File: config.mk
export PLATFORM = sky130hd
export DESIGN_NAME = y86_pipe_ctrl_flat
export DESIGN_NICKNAME = d
export VERILOG_FILES = /design/src/rtl/y86_pipe_ctrl_if.sv /design/src/rtl/y86_pipe_ctrl.sv /design/src/flat_wrapper.sv
export SDC_FILE = /design/constraint.sdc
export NUM_CORES = 1
export LEC_CHECK = 0
export CORE_ASPECT_RATIO = 1.1
export CORE_MARGIN = 3
export CORE_UTILIZATION = 31
export DETAILED_ROUTE_END_ITERATION = 8
export PLACE_DENSITY = 0.8
export SYNTH_ARGS = -nofsm -noshare
export SYNTH_HDL_FRONTEND = slang
export SYNTH_SLANG_ARGS = --single-unit
File: constraint.sdc
create_clock -name clk -period 2.05 [get_ports clk]
set_input_delay 0.205 -clock clk [delete_from_list [all_inputs] [get_ports clk]]
set_output_delay 0.205 -clock clk [all_outputs]
set_load 0.02 [all_outputs]
File: src/rtl/y86_pipe_ctrl_if.sv
// y86_pipe_ctrl_if: hazard inputs and pipeline-register controls exchanged
// between the Y86-64 datapath (master) and the pipeline control unit (slave).
`default_nettype none

interface y86_pipe_ctrl_if;
  logic [3:0] D_icode;
  logic [3:0] E_icode;
  logic [3:0] M_icode;
  logic [3:0] E_dstM;
  logic [3:0] d_srcA;
  logic [3:0] d_srcB;
  logic       e_cnd;
  logic [2:0] m_stat;
  logic [2:0] W_stat;
  logic       F_stall;
  logic       D_stall;
  logic       D_bubble;
  logic       E_bubble;
  logic       M_bubble;
  logic       W_stall;
  logic [2:0] cpu_stat;
  logic       halted;

  modport master (
    output D_icode, E_icode, M_icode, E_dstM, d_srcA, d_srcB, e_cnd, m_stat, W_stat,
    input  F_stall, D_stall, D_bubble, E_bubble, M_bubble, W_stall, cpu_stat, halted
  );

  modport slave (
    input  D_icode, E_icode, M_icode, E_dstM, d_srcA, d_srcB, e_cnd, m_stat, W_stat,
    output F_stall, D_stall, D_bubble, E_bubble, M_bubble, W_stall, cpu_stat, halted
  );
endinterface

`default_nettype wire

File: src/rtl/y86_pipe_ctrl.sv
// y86_pipe_ctrl: stall/bubble generation, run state and status register for the
// five-stage Y86-64 pipeline. Define Y86_PIPE_PERF_EN to add performance counters.
`default_nettype none

module y86_pipe_ctrl #(
  parameter int CNT_W = 32
) (
  input  logic clk,
  input  logic rst,
  y86_pipe_ctrl_if.slave ctl
`ifdef Y86_PIPE_PERF_EN
  ,
  output logic [CNT_W-1:0] perf_cycles,
  output logic [CNT_W-1:0] perf_stalls,
  output logic [CNT_W-1:0] perf_mispred
`endif
);

  localparam logic [3:0] I_JXX    = 4'h7;
  localparam logic [3:0] I_RET    = 4'h9;
  localparam logic [3:0] I_MRMOVQ = 4'h5;
  localparam logic [3:0] I_POPQ   = 4'hB;
  localparam logic [3:0] R_NONE   = 4'hF;

  localparam logic [2:0] S_AOK = 3'd1;
  localparam logic [2:0] S_HLT = 3'd2;
  localparam logic [2:0] S_ADR = 3'd3;
  localparam logic [2:0] S_INS = 3'd4;

  typedef enum logic [1:0] {
    RUN    = 2'd0,
    DRAIN  = 2'd1,
    HALTED = 2'd2
  } state_t;

  state_t     state, state_nxt;
  logic [2:0] cpu_stat_r;

  logic loaduse, retp, mispred, exc_m, exc_w;

  always_comb begin
    loaduse = ((ctl.E_icode == I_MRMOVQ) || (ctl.E_icode == I_POPQ)) &&
              (ctl.E_dstM != R_NONE) &&
              ((ctl.E_dstM == ctl.d_srcA) || (ctl.E_dstM == ctl.d_srcB));
    retp    = (ctl.D_icode == I_RET) || (ctl.E_icode == I_RET) || (ctl.M_icode == I_RET);
    mispred = (ctl.E_icode == I_JXX) && !ctl.e_cnd;
    exc_m   = (ctl.m_stat == S_HLT) || (ctl.m_stat == S_ADR) || (ctl.m_stat == S_INS);
    exc_w   = (ctl.W_stat == S_HLT) || (ctl.W_stat == S_ADR) || (ctl.W_stat == S_INS);
  end

  always_ff @(posedge clk) begin
    if (rst) begin
      state      <= RUN;
      cpu_stat_r <= S_AOK;
    end else begin
      state <= state_nxt;
      // A zero status marks a bubble in W and carries no architectural meaning.
      if (state != HALTED && ctl.W_stat != 3'd0)
        cpu_stat_r <= ctl.W_stat;
    end
  end

  always_comb begin
    state_nxt    = state;
    ctl.F_stall  = 1'b0;
    ctl.D_stall  = 1'b0;
    ctl.D_bubble = 1'b0;
    ctl.E_bubble = 1'b0;
    ctl.M_bubble = 1'b0;
    ctl.W_stall  = 1'b0;

    case (state)
      RUN: begin
        if (exc_w)      state_nxt = HALTED;
        else if (exc_m) state_nxt = DRAIN;
      end
      DRAIN: begin
        if (exc_w) state_nxt = HALTED;
      end
      default: state_nxt = HALTED;
    endcase

    if (rst) begin
      ctl.D_bubble = 1'b1;
      ctl.E_bubble = 1'b1;
      ctl.M_bubble = 1'b1;
    end else if (state == HALTED) begin
      ctl.F_stall  = 1'b1;
      ctl.D_stall  = 1'b1;
      ctl.M_bubble = 1'b1;
      ctl.W_stall  = 1'b1;
    end else begin
      // Load/use takes priority over ret so D is never both held and bubbled.
      ctl.F_stall  = loaduse | retp;
      ctl.D_stall  = loaduse;
      ctl.D_bubble = mispred | (retp & ~loaduse);
      ctl.E_bubble = mispred | loaduse;
      ctl.M_bubble = exc_m | exc_w;
      ctl.W_stall  = exc_w;
    end
  end

  assign ctl.cpu_stat = cpu_stat_r;
  assign ctl.halted   = (state == HALTED);

`ifdef Y86_PIPE_PERF_EN
  logic active;
  assign active = (state != HALTED);

  always_ff @(posedge clk) begin
    if (rst) begin
      perf_cycles  <= '0;
      perf_stalls  <= '0;
      perf_mispred <= '0;
    end else begin
      if (active)                        perf_cycles  <= perf_cycles + 1'b1;
      if (active && (loaduse || retp))   perf_stalls  <= perf_stalls + 1'b1;
      if (active && mispred)             perf_mispred <= perf_mispred + 1'b1;
    end
  end
`else
  localparam int unused_cnt_w = CNT_W;
`endif

endmodule

`default_nettype wire

File: src/flat_wrapper.sv
// flat-port wrapper written by rule: the top's interface ports become plain ports
module y86_pipe_ctrl_flat 
#(
  parameter int CNT_W = 32
)
  (clk, rst, ctl_D_icode, ctl_E_icode, ctl_M_icode, ctl_E_dstM, ctl_d_srcA, ctl_d_srcB, ctl_e_cnd, ctl_m_stat, ctl_W_stat, ctl_F_stall, ctl_D_stall, ctl_D_bubble, ctl_E_bubble, ctl_M_bubble, ctl_W_stall, ctl_cpu_stat, ctl_halted);
  y86_pipe_ctrl_if ctl_i ();
  input  logic clk;
  input  logic rst;
  input wire logic [$bits(ctl_i.D_icode)-1:0] ctl_D_icode;
  input wire logic [$bits(ctl_i.E_icode)-1:0] ctl_E_icode;
  input wire logic [$bits(ctl_i.M_icode)-1:0] ctl_M_icode;
  input wire logic [$bits(ctl_i.E_dstM)-1:0] ctl_E_dstM;
  input wire logic [$bits(ctl_i.d_srcA)-1:0] ctl_d_srcA;
  input wire logic [$bits(ctl_i.d_srcB)-1:0] ctl_d_srcB;
  input wire logic [$bits(ctl_i.e_cnd)-1:0] ctl_e_cnd;
  input wire logic [$bits(ctl_i.m_stat)-1:0] ctl_m_stat;
  input wire logic [$bits(ctl_i.W_stat)-1:0] ctl_W_stat;
  output wire logic [$bits(ctl_i.F_stall)-1:0] ctl_F_stall;
  output wire logic [$bits(ctl_i.D_stall)-1:0] ctl_D_stall;
  output wire logic [$bits(ctl_i.D_bubble)-1:0] ctl_D_bubble;
  output wire logic [$bits(ctl_i.E_bubble)-1:0] ctl_E_bubble;
  output wire logic [$bits(ctl_i.M_bubble)-1:0] ctl_M_bubble;
  output wire logic [$bits(ctl_i.W_stall)-1:0] ctl_W_stall;
  output wire logic [$bits(ctl_i.cpu_stat)-1:0] ctl_cpu_stat;
  output wire logic [$bits(ctl_i.halted)-1:0] ctl_halted;
  assign ctl_i.D_icode = ctl_D_icode;
  assign ctl_i.E_icode = ctl_E_icode;
  assign ctl_i.M_icode = ctl_M_icode;
  assign ctl_i.E_dstM = ctl_E_dstM;
  assign ctl_i.d_srcA = ctl_d_srcA;
  assign ctl_i.d_srcB = ctl_d_srcB;
  assign ctl_i.e_cnd = ctl_e_cnd;
  assign ctl_i.m_stat = ctl_m_stat;
  assign ctl_i.W_stat = ctl_W_stat;
  assign ctl_F_stall = ctl_i.F_stall;
  assign ctl_D_stall = ctl_i.D_stall;
  assign ctl_D_bubble = ctl_i.D_bubble;
  assign ctl_E_bubble = ctl_i.E_bubble;
  assign ctl_M_bubble = ctl_i.M_bubble;
  assign ctl_W_stall = ctl_i.W_stall;
  assign ctl_cpu_stat = ctl_i.cpu_stat;
  assign ctl_halted = ctl_i.halted;
  y86_pipe_ctrl #(.CNT_W(CNT_W)) u_core (.clk(clk), .rst(rst), .ctl(ctl_i));
endmodule
After elaboration in Yosys (flattened, before gate mapping)
Index checks and enable logic that the tools add are counted.
- output and inout port bits: 10
- word-level logic and storage cells: 60
- bits in latches: 0
- input port bits: 33
- bits in registers: 5
- memories kept: 0
- bits in read-only memories: 0
- memory bits (writable): 0
- shift operators: 0
- multiplexer cells: 16
- order comparisons: 0
- eq/ne operators: 20
- bitwise logic cells: 6
- div/mod/pow operators: 0
- add/sub/neg operators: 0
- multipliers: 0
- reductions and logical operators: 16
- operators by type and width (operator ; number):
    $eq 4x4->1 const B ; 4
    $eq 3x2->1 const B ; 4
    $mux 1 ; 12
    $eq 4x3->1 const B ; 2
    $eq 4x4->1 ; 2
    $logic_or 1x1->1 ; 8
    $eq 3x3->1 const B ; 2
    $mux 2 ; 3
    $logic_and 1x1->1 ; 4
    $ne 4x4->1 const B ; 1
    $or 1x1->1 ; 4
    $pmux 2 s2 ; 1
    $ne 3x1->1 const B ; 1
    $reduce_bool 3->1 ; 1
    $eq 2x1->1 const B ; 1
    $eq 2x2->1 const B ; 1
    $logic_not 2->1 ; 1
    $ne 2x1->1 const B ; 1
    $ne 2x2->1 const B ; 1
    $reduce_and 2->1 ; 1
    $and 1x1->1 ; 1
    $logic_not 1->1 ; 1
    $not 1->1 ; 1

Logic depth before layout (Yosys ltp)
- depth after elaboration: 9
- mapped depth: 5
- gate-level depth less buffers: 4

Least setup slack after synthesis
OpenSTA, ideal clock, no wires.
- path type: flip-flop to output port
- from: register u_core.state[0]
- to: output ctl_D_bubble
- slack: 0.620 ns
- path buffers: 1
- arrival time: 1.225 ns
- stages on the path, launching flop included: 6
- cells stage by stage: dfxtp_1 -> nand2b_1 -> clkbuf_1 -> inv_1 -> nand2_1 -> o311a_1
- longest elaborated chain between the ends: 3
- RTL lines (item ; line ; RTL):
    start: declaration ; y86_pipe_ctrl.sv:36 ; state_t state, state_nxt;
    start signal: assignment ; y86_pipe_ctrl.sv:56 ; state <= state_nxt;
    $eq 2x2->1 ; n/a ;
    net ctl_halted ; flat_wrapper.sv:26 ; output wire logic [$bits(ctl_i.halted)-1:0] ctl_halted;
    $mux 1 ; y86_pipe_ctrl.sv:87 ; end else if (state == HALTED) begin
    $mux 1 ; y86_pipe_ctrl.sv:83 ; if (rst) begin
    end: declaration ; flat_wrapper.sv:21 ; output wire logic [$bits(ctl_i.D_bubble)-1:0] ctl_D_bubble;
The timed path passes the listed nets, and every way through them passes these cells.

Worst setup path after layout
- from: input ctl_E_icode[2]
- to: output ctl_D_bubble
- longest elaborated chain between the ends: 9
- elaborated cells on any way between the ends: 15
- those cells by class: eq/ne (4); mux (2); bitwise (3); reduce/logical (6)
- RTL lines (item ; line ; RTL):
    start: declaration ; flat_wrapper.sv:11 ; input wire logic [$bits(ctl_i.E_icode)-1:0] ctl_E_icode;
    $eq 4x3->1 or $eq 4x4->1 (tied branches) ; y86_pipe_ctrl.sv:42 ; loaduse = ((ctl.E_icode == I_MRMOVQ) || (ctl.E_icode == I_POPQ)) &&
    $logic_or 1x1->1 ; y86_pipe_ctrl.sv:42 ;
    $logic_and 1x1->1 ; y86_pipe_ctrl.sv:42 ;
    $logic_and 1x1->1 ; y86_pipe_ctrl.sv:43 ; (ctl.E_dstM != R_NONE) &&
    $not 1->1 ; y86_pipe_ctrl.sv:96 ; ctl.D_bubble = mispred | (retp & ~loaduse);
    $and 1x1->1 ; y86_pipe_ctrl.sv:96 ;
    $or 1x1->1 (*) ; y86_pipe_ctrl.sv:96 ;
    $mux 1 (*) ; y86_pipe_ctrl.sv:87 ;
    $mux 1 (*) ; y86_pipe_ctrl.sv:83 ;
Every way passes the cells marked *; elsewhere a longest branch is shown, timed or not.

==> run summary <==
Filler cell count in the final layout = 109
Area Growth Syn to Fin = 112%
Total chip power = 0.413 mW
Crit path to = ctl_D_bubble
Drt pass-1 iters = 4
FMAX = 514 MHz
Drt drc = 0
Post-layout minimum cycle time = 1950 ps
Largest net degree at the start of global routing = 10
Hold Buf Count CTS = 0
Ys Warns = 0
Port Buf Inserts = 42
Most common cell after layout, fill and taps aside = clkdlybuf4s50_1
Net switching power = 0.122 mW
RSZ-0062 raised after global routing = no
Final Hold Viols = 0
Comb pwr share = 45.9%
Crit. End Element = output port
CP required = 1850 ps
R2R Path End = u_core.ctl.cpu_stat[0]$_SDFFE_PP1P_
Die ar. = 0.00197 mm²
Post-CTS setup buffers = 0
Vias = 649
CTS root buffer = clkbuf_4
Worst skew pair latency = 240 ps
H-tree level count = 1
Vias in the first global route = 674
Relative slew slack = 72.1%
FF-to-FF Start = u_core.state[0]$_SDFFE_PP0P_
Worst hold slack = 453 ps
Commonest non-fill, non-tap cells in the layout = 36 x clkdlybuf4s50_1, 8 x xor2_1, 8 x buf_4
Cell taking the most area after synthesis = dfxtp_1
Sequential Power Share = 26.5%
Layout cell share with drive strength beyond 1 = 16.4%
R2R cell count = 4
Setup violators final = 0
Crit path from = ctl_E_icode[2]
Clock power share = 27.6%
Internal Power = 0.290 mW
Clock Sinks = 5
GP Congestion = 0.822
Setup ws final = 105 ps
Seq/Total Area, Yosys = 22.0%
Rows = 13
Core Box Area = 0.00127 mm²
Tcrit/Tclk final = 94.9%
Number of synthesized register bits = 5
Post-DP HPWL = 1280 µm
Nets = 144
Switching Share = 29.6%
Antenna violations before repair = 0
Netlist cell types = 27
Antenna viol nets, final = 0
Max-Cap Viols = 0
CP Launch Type = input pin
Post-synth EDFFs = 0
CTS clk-pin slew, worst paths = 40 ps
IO Count = 43
PwrDens = 427 mW/mm²
Setup Skew = 3.34 ps
Setup slack at placement = -408 ps
Leak = 0.417 nW
Global-route wire length before repair = 2510 µm
Top cells by area, synth = dfxtp_1 22%, xor2_1 15%, nor2_1 4.9%, o211ai_1 4.9%, nor4bb_1 4.4%
Num CTS Buffers = 3
Critical Path Fanout Max = 3
Max Slew Vio Count = 0
Register Area = 100 µm²
Synth top area share = 22.0%
VDD IR max = 230 µV
Die X-Extent = 42.5 µm
Clock Path Buffers = 2
DRT Wirelength = 1450 µm
Vias/cell = 5.19
Share of async-settable or async-resettable flops after synthesis = 0%
Syn nets = 92
Worst min-delay path class = register to register
Setup TNS Final = 0 ps
Syn Area/Cell = 7.72 µm²
Mapped Cells = 59
ANT cells = 0
Synth Cell Area = 455 µm²
GRT Total Usage = 16.5%
CP Data Arrival Time = 1740 ps
Iteration-0 DRC Markers = 9
Reg2reg setup slack = 970 ps
WL/cell = 11.6 µm
Ys flop type = dfxtp_1
Worst-Margin Slew = 413 ps
Initial Util = 35.9%
Total gr overflow = 0
Area of the multi-input gates = 342 µm²
Outcome = completed
Setup CP Type = input pin to output port
CTS tree = built
Die height = 46.2 µm
sequential cells by signal, summed over array words and instances (netlist names):
| name | count |
|---|---|
| u_core.ctl.cpu_stat | 3 |
| u_core.state | 2 |
routing by layer:
layer / up-vias / wire length [µm] / track usage (%)
met2: 38 / 707 / 30.1
met1: 284 / 558 / 16.8
met4: 0 / 31 / 9.94
met5: - / 0 / 0
met3: 6 / 150 / 5.08
li1: 321 / - / -
synth_stat cells, types with 2 or more instances:
library cell / count
inv_1: 5
xor2_1: 8
dfxtp_1: 5
nor4_1: 2
a21oi_1: 3
nor2_1: 6
o211ai_1: 3
nor4bb_1: 2
o21ai_0: 3
clkbuf_1: 2
nand2_1: 4
critical path, cell delays in order:
cell	delay (ps)
clkdlybuf4s50_1	470
or3b_1	360
a211oi_2	220
o211ai_1	170
o311a_1	160
buf_2	160
power groups by stage:
| stage | sequential [mW] | combinational (mW) | clock, mW |
|---|---|---|---|
| CTS | 0.110 | 0.195 | 0.116 |
| finish | 0.109 | 0.189 | 0.114 |
| global route | 0.111 | 0.205 | 0.124 |
| floorplan | 0.117 | 0.0671 | 0 |
| detailed placement | 0.111 | 0.193 | 0 |
| global placement | 0.111 | 0.189 | 0 |
through the flow:
stage	cells	utilization (%)	instance area (µm²)
after global placement	121	74.1	940
after global routing	125	76.1	966
final	125	76.1	966
after CTS	125	77.2	980
after floorplan	59	-	455
after detailed placement	121	74.1	940
timing repair:
item / 4_1_cts / 5_1_grt
setup endpoints to repair: 4 / 6
pin swaps: 2 / 2
hold endpoints to repair: 0 / 0
resized for setup: 11 / 8
area by class of cell:
| type | instances | share of cell area [%] |
|---|---|---|
| Timing Repair Buffer | 49 | 47.7 |
| Multi-Input combinational cell | 47 | 35.4 |
| Sequential cell | 5 | 10.4 |
| Clock buffer | 4 | 2.72 |
| Inverter | 5 | 1.94 |
| Tap cell | 15 | 1.94 |
worst min path at each step:
stage | start | to | slack (ps) | cells past startpoint
floorplan | ctl_W_stat[0] | u_core.ctl.cpu_stat[0]$_SDFFE_PP1P_ | 340 | 1
global placement | u_core.state[0]$_SDFFE_PP0P_ | u_core.state[0]$_SDFFE_PP0P_ | 450 | 2
detailed placement | u_core.state[1]$_SDFFE_PP0P_ | u_core.state[0]$_SDFFE_PP0P_ | 450 | 1
CTS | u_core.state[1]$_SDFFE_PP0P_ | u_core.state[0]$_SDFFE_PP0P_ | 460 | 1
global route | u_core.state[1]$_SDFFE_PP0P_ | u_core.state[0]$_SDFFE_PP0P_ | 500 | 1
finish | u_core.state[1]$_SDFFE_PP0P_ | u_core.state[0]$_SDFFE_PP0P_ | 450 | 1
cells by family (layout without fill, tap and decap cells):
kind of cell	count (synthesis)	count (layout)	synth area share, %
mux	2	2	4.67
buf+inv	7	58	5.77
xor+xnor	8	8	15.4
simple gates	23	23	29.9
flops	5	5	22.0
compound gates	14	14	22.3
Note: power is estimated with default switching activity, not from simulation.
